===== src/rtl/mips_pkg.sv =====
// Shared fetch-path types and constants for the MIPS-style front end.
// Holds the default reset PC, the halt encoding and the prefetch entry layout.
package mips_pkg;

  localparam int XLEN = 32;

  localparam logic [XLEN-1:0] RESET_PC_DEFAULT = 32'h0000_3000;
  localparam logic [XLEN-1:0] HALT_INSTR       = 32'hFC00_0000;

  typedef struct packed {
    logic [XLEN-1:0] instr;
    logic [XLEN-1:0] pc;
  } fetch_entry_t;

  // Force a byte address onto a word boundary.
  function automatic logic [XLEN-1:0] align_word(input logic [XLEN-1:0] addr);
    return {addr[XLEN-1:2], 2'b00};
  endfunction

endpackage


===== src/rtl/ifu_fifo.sv =====
// Prefetch FIFO of {instr, pc} entries between instruction memory and decode.
// Flush empties it in one cycle and overrides any push or pop in that cycle.
module ifu_fifo
  import mips_pkg::*;
#(
  parameter int DEPTH = 2
) (
  input  logic                   clk,
  input  logic                   rst,
  input  logic                   push,
  input  logic                   pop,
  input  logic                   flush,
  input  fetch_entry_t           push_data,
  output fetch_entry_t           head,
  output logic                   head_valid,
  output logic [$clog2(DEPTH):0] count
);

  localparam int          AW   = $clog2(DEPTH);
  localparam logic [AW:0] FULL = (AW+1)'(DEPTH);

  fetch_entry_t  mem_q [DEPTH];
  logic [AW-1:0] rd_ptr_q, rd_ptr_d;
  logic [AW-1:0] wr_ptr_q, wr_ptr_d;
  logic [AW:0]   count_q, count_d;
  logic          do_push, do_pop;

  // A push into a full FIFO is only accepted when the head leaves in the same cycle.
  always_comb begin
    do_pop   = pop && !flush && (count_q != '0);
    do_push  = push && !flush && ((count_q != FULL) || do_pop);
    rd_ptr_d = rd_ptr_q;
    wr_ptr_d = wr_ptr_q;
    count_d  = count_q;
    if (flush) begin
      rd_ptr_d = '0;
      wr_ptr_d = '0;
      count_d  = '0;
    end else begin
      if (do_pop)  rd_ptr_d = rd_ptr_q + 1'b1;
      if (do_push) wr_ptr_d = wr_ptr_q + 1'b1;
      case ({do_push, do_pop})
        2'b10:   count_d = count_q + 1'b1;
        2'b01:   count_d = count_q - 1'b1;
        default: count_d = count_q;
      endcase
    end
  end

  always_ff @(posedge clk or posedge rst) begin
    if (rst) begin
      rd_ptr_q <= '0;
      wr_ptr_q <= '0;
      count_q  <= '0;
    end else begin
      rd_ptr_q <= rd_ptr_d;
      wr_ptr_q <= wr_ptr_d;
      count_q  <= count_d;
    end
  end

  // Storage is cleared on reset so the head outputs read as zero afterwards.
  always_ff @(posedge clk or posedge rst) begin
    if (rst) begin
      for (int i = 0; i < DEPTH; i++) mem_q[i] <= '0;
    end else if (do_push) begin
      mem_q[wr_ptr_q] <= push_data;
    end
  end

  assign head       = mem_q[rd_ptr_q];
  assign head_valid = (count_q != '0);
  assign count      = count_q;

endmodule


===== src/rtl/ifetch_unit.sv =====
// Instruction fetch stage: fetch PC, single-outstanding memory reads, prefetch FIFO to decode.
// Optional halt detection is enabled by defining IFETCH_HALT_DETECT_EN.
module ifetch_unit
  import mips_pkg::*;
#(
  parameter logic [XLEN-1:0] RESET_PC   = RESET_PC_DEFAULT,
  parameter int              FIFO_DEPTH = 2
) (
  input  logic            clk,
  input  logic            rst,
  output logic            imem_req,
  output logic [XLEN-1:0] imem_addr,
  input  logic            imem_rvalid,
  input  logic [XLEN-1:0] imem_rdata,
  input  logic            redirect_valid,
  input  logic [XLEN-1:0] redirect_pc,
  output logic            instr_valid,
  output logic [XLEN-1:0] instr,
  output logic [XLEN-1:0] instr_pc,
  input  logic            instr_ready,
  output logic            fetch_err,
  output logic            halted
);

  localparam int          CW      = $clog2(FIFO_DEPTH) + 1;
  localparam logic [CW-1:0] DEPTH_C = CW'(FIFO_DEPTH);

  logic [XLEN-1:0] fetch_pc_q, fetch_pc_d;
  logic [XLEN-1:0] req_pc_q, req_pc_d;
  logic            outstanding_q, outstanding_d;
  logic            discard_q, discard_d;
  logic            fetch_err_q, fetch_err_d;
  logic            halted_q, halted_d;

  logic            req_fire, resp_fire, resp_keep, halt_hit, fifo_pop;
  logic [CW-1:0]   fifo_count, inflight;
  fetch_entry_t    fifo_head, push_entry;

  // The outstanding slot counts against capacity so a returning word always has room.
  assign inflight  = fifo_count + CW'(outstanding_q);
  assign req_fire  = !rst && !outstanding_q && !halted_q && !redirect_valid && (inflight < DEPTH_C);
  assign resp_fire = imem_rvalid && outstanding_q;
  assign resp_keep = resp_fire && !discard_q && !redirect_valid;
  assign fifo_pop  = instr_valid && instr_ready && !redirect_valid;

  assign push_entry.instr = imem_rdata;
  assign push_entry.pc    = req_pc_q;

`ifdef IFETCH_HALT_DETECT_EN
  assign halt_hit = resp_keep && (imem_rdata == HALT_INSTR);
`else
  assign halt_hit = 1'b0;
`endif

  // A redirect retargets the PC and marks any still-pending response as stale.
  always_comb begin
    fetch_pc_d    = fetch_pc_q;
    req_pc_d      = req_pc_q;
    outstanding_d = outstanding_q;
    discard_d     = discard_q;
    halted_d      = halted_q | halt_hit;
    fetch_err_d   = redirect_valid && (redirect_pc[1:0] != 2'b00);
    if (resp_fire) begin
      outstanding_d = 1'b0;
      discard_d     = 1'b0;
    end
    if (redirect_valid) begin
      fetch_pc_d = align_word(redirect_pc);
      if (outstanding_q && !imem_rvalid) discard_d = 1'b1;
    end else if (req_fire) begin
      fetch_pc_d    = fetch_pc_q + 32'd4;
      req_pc_d      = fetch_pc_q;
      outstanding_d = 1'b1;
    end
  end

  always_ff @(posedge clk or posedge rst) begin
    if (rst) begin
      fetch_pc_q    <= RESET_PC;
      req_pc_q      <= '0;
      outstanding_q <= 1'b0;
      discard_q     <= 1'b0;
      fetch_err_q   <= 1'b0;
      halted_q      <= 1'b0;
    end else begin
      fetch_pc_q    <= fetch_pc_d;
      req_pc_q      <= req_pc_d;
      outstanding_q <= outstanding_d;
      discard_q     <= discard_d;
      fetch_err_q   <= fetch_err_d;
      halted_q      <= halted_d;
    end
  end

  ifu_fifo #(
    .DEPTH(FIFO_DEPTH)
  ) u_fifo (
    .clk       (clk),
    .rst       (rst),
    .push      (resp_keep),
    .pop       (fifo_pop),
    .flush     (redirect_valid),
    .push_data (push_entry),
    .head      (fifo_head),
    .head_valid(instr_valid),
    .count     (fifo_count)
  );

  assign imem_req  = req_fire;
  assign imem_addr = req_fire ? fetch_pc_q : '0;
  assign instr     = fifo_head.instr;
  assign instr_pc  = fifo_head.pc;
  assign fetch_err = fetch_err_q;
  assign halted    = halted_q;

endmodule


===== config.mk =====
export PLATFORM = sky130hd
export DESIGN_NAME = ifetch_unit
export DESIGN_NICKNAME = d
export VERILOG_FILES = /design/src/rtl/mips_pkg.sv /design/src/rtl/ifu_fifo.sv /design/src/rtl/ifetch_unit.sv
export SDC_FILE = /design/constraint.sdc
export NUM_CORES = 1
export LEC_CHECK = 0
export CAP_MARGIN = 20
export CORE_MARGIN = 8
export CORE_UTILIZATION = 45
export CTS_CLUSTER_DIAMETER = 80
export DETAILED_ROUTE_END_ITERATION = 10
export GPL_TIMING_DRIVEN = 0
export PLACE_DENSITY = 0.71
export SLEW_MARGIN = 20
export SYNTH_ARGS = -nofsm -noshare
export SYNTH_HDL_FRONTEND = slang
export SYNTH_SLANG_ARGS = --single-unit

===== constraint.sdc =====
create_clock -name clk -period 14.98 [get_ports clk]
set_input_delay 2.996 -clock clk [delete_from_list [all_inputs] [get_ports clk]]
set_output_delay 2.996 -clock clk [all_outputs]
set_load 0.05 [all_outputs]

==> impl_metrics.toml <==
[outcome]
outcome = "finished, final reports clean"

[worst_setup_path]
crit_type = "input port to output port"
crit_buf_inv = 6
worstPathArrival_ns = 6.29
cp.required_ns = 11.98
crit_fanout = 10
critPathTopFamily = "buffers and inverters"
cp_cell_sequence = "clkdlybuf4s50_1 -> nor3_4 -> nand2b_2 -> buf_6 -> inv_6 -> clkbuf_1 -> clkbuf_1 -> and2_1 -> clkdlybuf4s50_1"
critPathCaptureType = "output port"
setup.worst_path.start_class = "input port"
slowest_delay_ns = 0.83
crit_slowest_cell = "clkdlybuf4s50_1"
reg2reg_slack_ns = 12.49

[floorplanning]
coreArea_sq_mm = 0.0188
die-area_sq_mm = 0.0239
initial_utilization_pct = 46.0
die_x_um = 155
ioPinCount = 169
rows = 50
die_h_um = 155

[clocking]
holdBufCountCts = 0
numCtsBuffers = 17
cts_tree = "yes"
ctsResizeCount = 0
h-tree-depth = 4
cts.path.max_buffers = 2
clk_latency_ns = 0.44
cts.sinks = 191
post-cts-setup-buffers = 0
root_buffer = "clkbuf_16"
path_clk_slew_ns = 0.07

[synth]
syn-cell-area_sq_mm = 0.00863
synth_async_sr_flop_share_pct = 100
syn_avg_cell_area_sq_um = 12.9
synth_common_cells = "dfrtp_1, mux2_2, nand2_1"
yosysTopAreaCell = "dfrtp_1"
synth_edf_count = 0
yosys_warnings = 0
syn_inst = 667
synth_seq_area_share_pct = 55.4
netlist-cell-type-count = 49
yosys.area.top_type_share_pct = 54.8
ys_seq_elements = 191
ys.flop_type = "dfrtp_1"
synth_most_common_cell = "dfrtp_1"
synth.top_cells.by_area = "dfrtp_1, mux2_2, a21o_1, and2_1, xor2_1"

[sta]
rsz0062_at_grt = "false"
slew_viol_final = 0
worst_pin_slew_ns = 1.17
finalClockSkew_ns = 0.0112
finalCritPeriodShare_pct = 62.0
slew_headroom_pct = 21.5
fmax_ghz = 0.108
setup_tns_ns = 0
fin_crit_ns = 9.29
hold_violations = 0
final-setup-viol-count = 0

[grt]
top_usage_layer = "met2"
grtUsageMet1_pct = 23.1
antenna_found_initial = 1
use_met2_pct = 30.9
grt_use_met3_pct = 4.54
grt_util_all_layers_pct = 18.6
grt_max_degree = 111
grt_pass1_vias = 6570
grt_pass1_wl_um = 35200
grt_overflow = 0

[pwr]
swShare_pct = 38.2
combinationalPowerShare_pct = 40.1
power_frac_seq_pct = 37.1
power.leakage_nw = 5.05
power_switching_w = 0.000741
clockPowerShare_pct = 22.8
p_int_w = 0.00120
peakVddDrop_v = 0.0000953
power_w = 0.00194
p_per_area_mw_per_mm2 = 173

[place]
numPortBuffers = 163
dp_cells = 1069
place_congestion = 0.844
dp_hpwl_um = 15800

[finish]
layout.nets = 924
syn2layout_area_growth_pct = 29.5
fin_cells = 1101
diodes = 0
post-route-util_pct = 59.6
drive_above_1_share_pct = 29.0

[route]
drtAntennaViolNets = 0
wire_per_inst_um = 19.7
wirelength_um = 21600
initialDrtViolationCount = 254
remaining_drc_errors = 0
via_count = 5920
firstDrtPassIters = 5
via_per_inst = 5.38

[min_path]
hold_path.class = "register to register"

[job]
drv_cap = 0
per-layer routing:
| layer | up-vias | wire length, um | share of wire (%) |
|---|---|---|---|
| li1 | 2718 | - | - |
| met1 | 3000 | 9330 | 43 |
| met2 | 174 | 10700 | 50 |
| met3 | 26 | 1200 | 5.5 |
| met4 | 2 | 348 | 1.6 |
| met5 | - | 13 | 0.060 |
worst reg2reg max path: stages (launching register included):
cell     delay, ns
dfrtp_1       0.44
nand4_1       0.24
nor4_1        1.04
nand4_1       0.22
xnor2_1       0.19
mux2_2        0.25
logic make-up (layout without fill, tap and decap cells):
group                      Yosys count  after routing  share of synthesized area [%]
DFF                                191            191                           55.4
muxes                              188            188                           24.5
and+or+nand+nor                    145            145                           9.42
AOI/OAI and AO/OA                   70             70                           5.16
buffers and inverters               45            241                           2.70
xor gates and xnor gates            26             26                           2.64
adders and majority gates            1              1                          0.145
other                                1              5                         0.0434
cells in the final DEF (no fill, tap or decap), types with 8 or more instances in the layout:
master,instances
nor2_1,11
o21ai_0,27
mux2_2,183
buf_2,8
clkdlybuf4s50_1,163
clkbuf_16,17
dfrtp_1,189
nand3_1,10
nand2_1,43
buf_4,11
clkbuf_1,15
and2_1,32
a21o_1,30
nand4_1,18
xor2_1,21
metrics by stage:
stage	cell area, sq um	setup slack [ns]	hold WS (ns)
4_1_cts	11200	5.68	0.490
2_1_floorplan	8650	6.79	0.454
5_1_grt	11200	5.52	0.509
3_3_place_gp	10600	4.53	0.466
6_report	11200	5.69	0.486
3_5_place_dp	10600	5.68	0.474
worst paths after layout:
check / cells past startpoint / endpoint / from
setup / recovery: 9 / imem_addr[21] / rst
hold reg to reg: 1 / u_fifo.mem_q[90]$_DFFE_PP0P_ / u_fifo.mem_q[90]$_DFFE_PP0P_
hold / removal: 1 / u_fifo.mem_q[90]$_DFFE_PP0P_ / u_fifo.mem_q[90]$_DFFE_PP0P_
min in group asynchronous: 2 / fetch_pc_q[24]$_DFFE_PP0N_ / rst
setup reg to reg: 5 / fetch_pc_q[26]$_DFFE_PP0N_ / fetch_pc_q[14]$_DFFE_PP0N_
max in group asynchronous: 3 / u_fifo.mem_q[59]$_DFFE_PP0P_ / rst
flip-flops by register name, summed over array words and instances (netlist names):
| name | flops |
|---|---|
| u_fifo.wr_ptr_q | 1 |
| discard_q | 1 |
| fetch_err | 1 |
| req_pc_q | 30 |
| u_fifo.rd_ptr_q | 1 |
| u_fifo.mem_q | 124 |
| u_fifo.count | 2 |
| fetch_pc_q | 30 |
| outstanding_q | 1 |
cell type report:
type	instances	area (sq um)
Tap cell	234	293
Inverter	4	27.5
Timing Repair Buffer	164	1660
Clock inverter	15	150
Multi-Input combinational cell	435	3630
Fill cell	1491	7580
Clock buffer	17	425
Buffer	41	213
Sequential cell	191	4780
power groups by stage:
| stage | Sequential, W | Combinational, W | Clock, W |
|---|---|---|---|
| after floorplan | 0.000704 | 0.000549 | 0 |
| final | 0.000720 | 0.000777 | 0.000442 |
| after CTS | 0.000720 | 0.000787 | 0.000453 |
| after global routing | 0.000738 | 0.000814 | 0.000473 |
| after detailed placement | 0.000730 | 0.000782 | 0 |
| after global placement | 0.000716 | 0.000770 | 0 |
(Power assumes the default switching activity.)
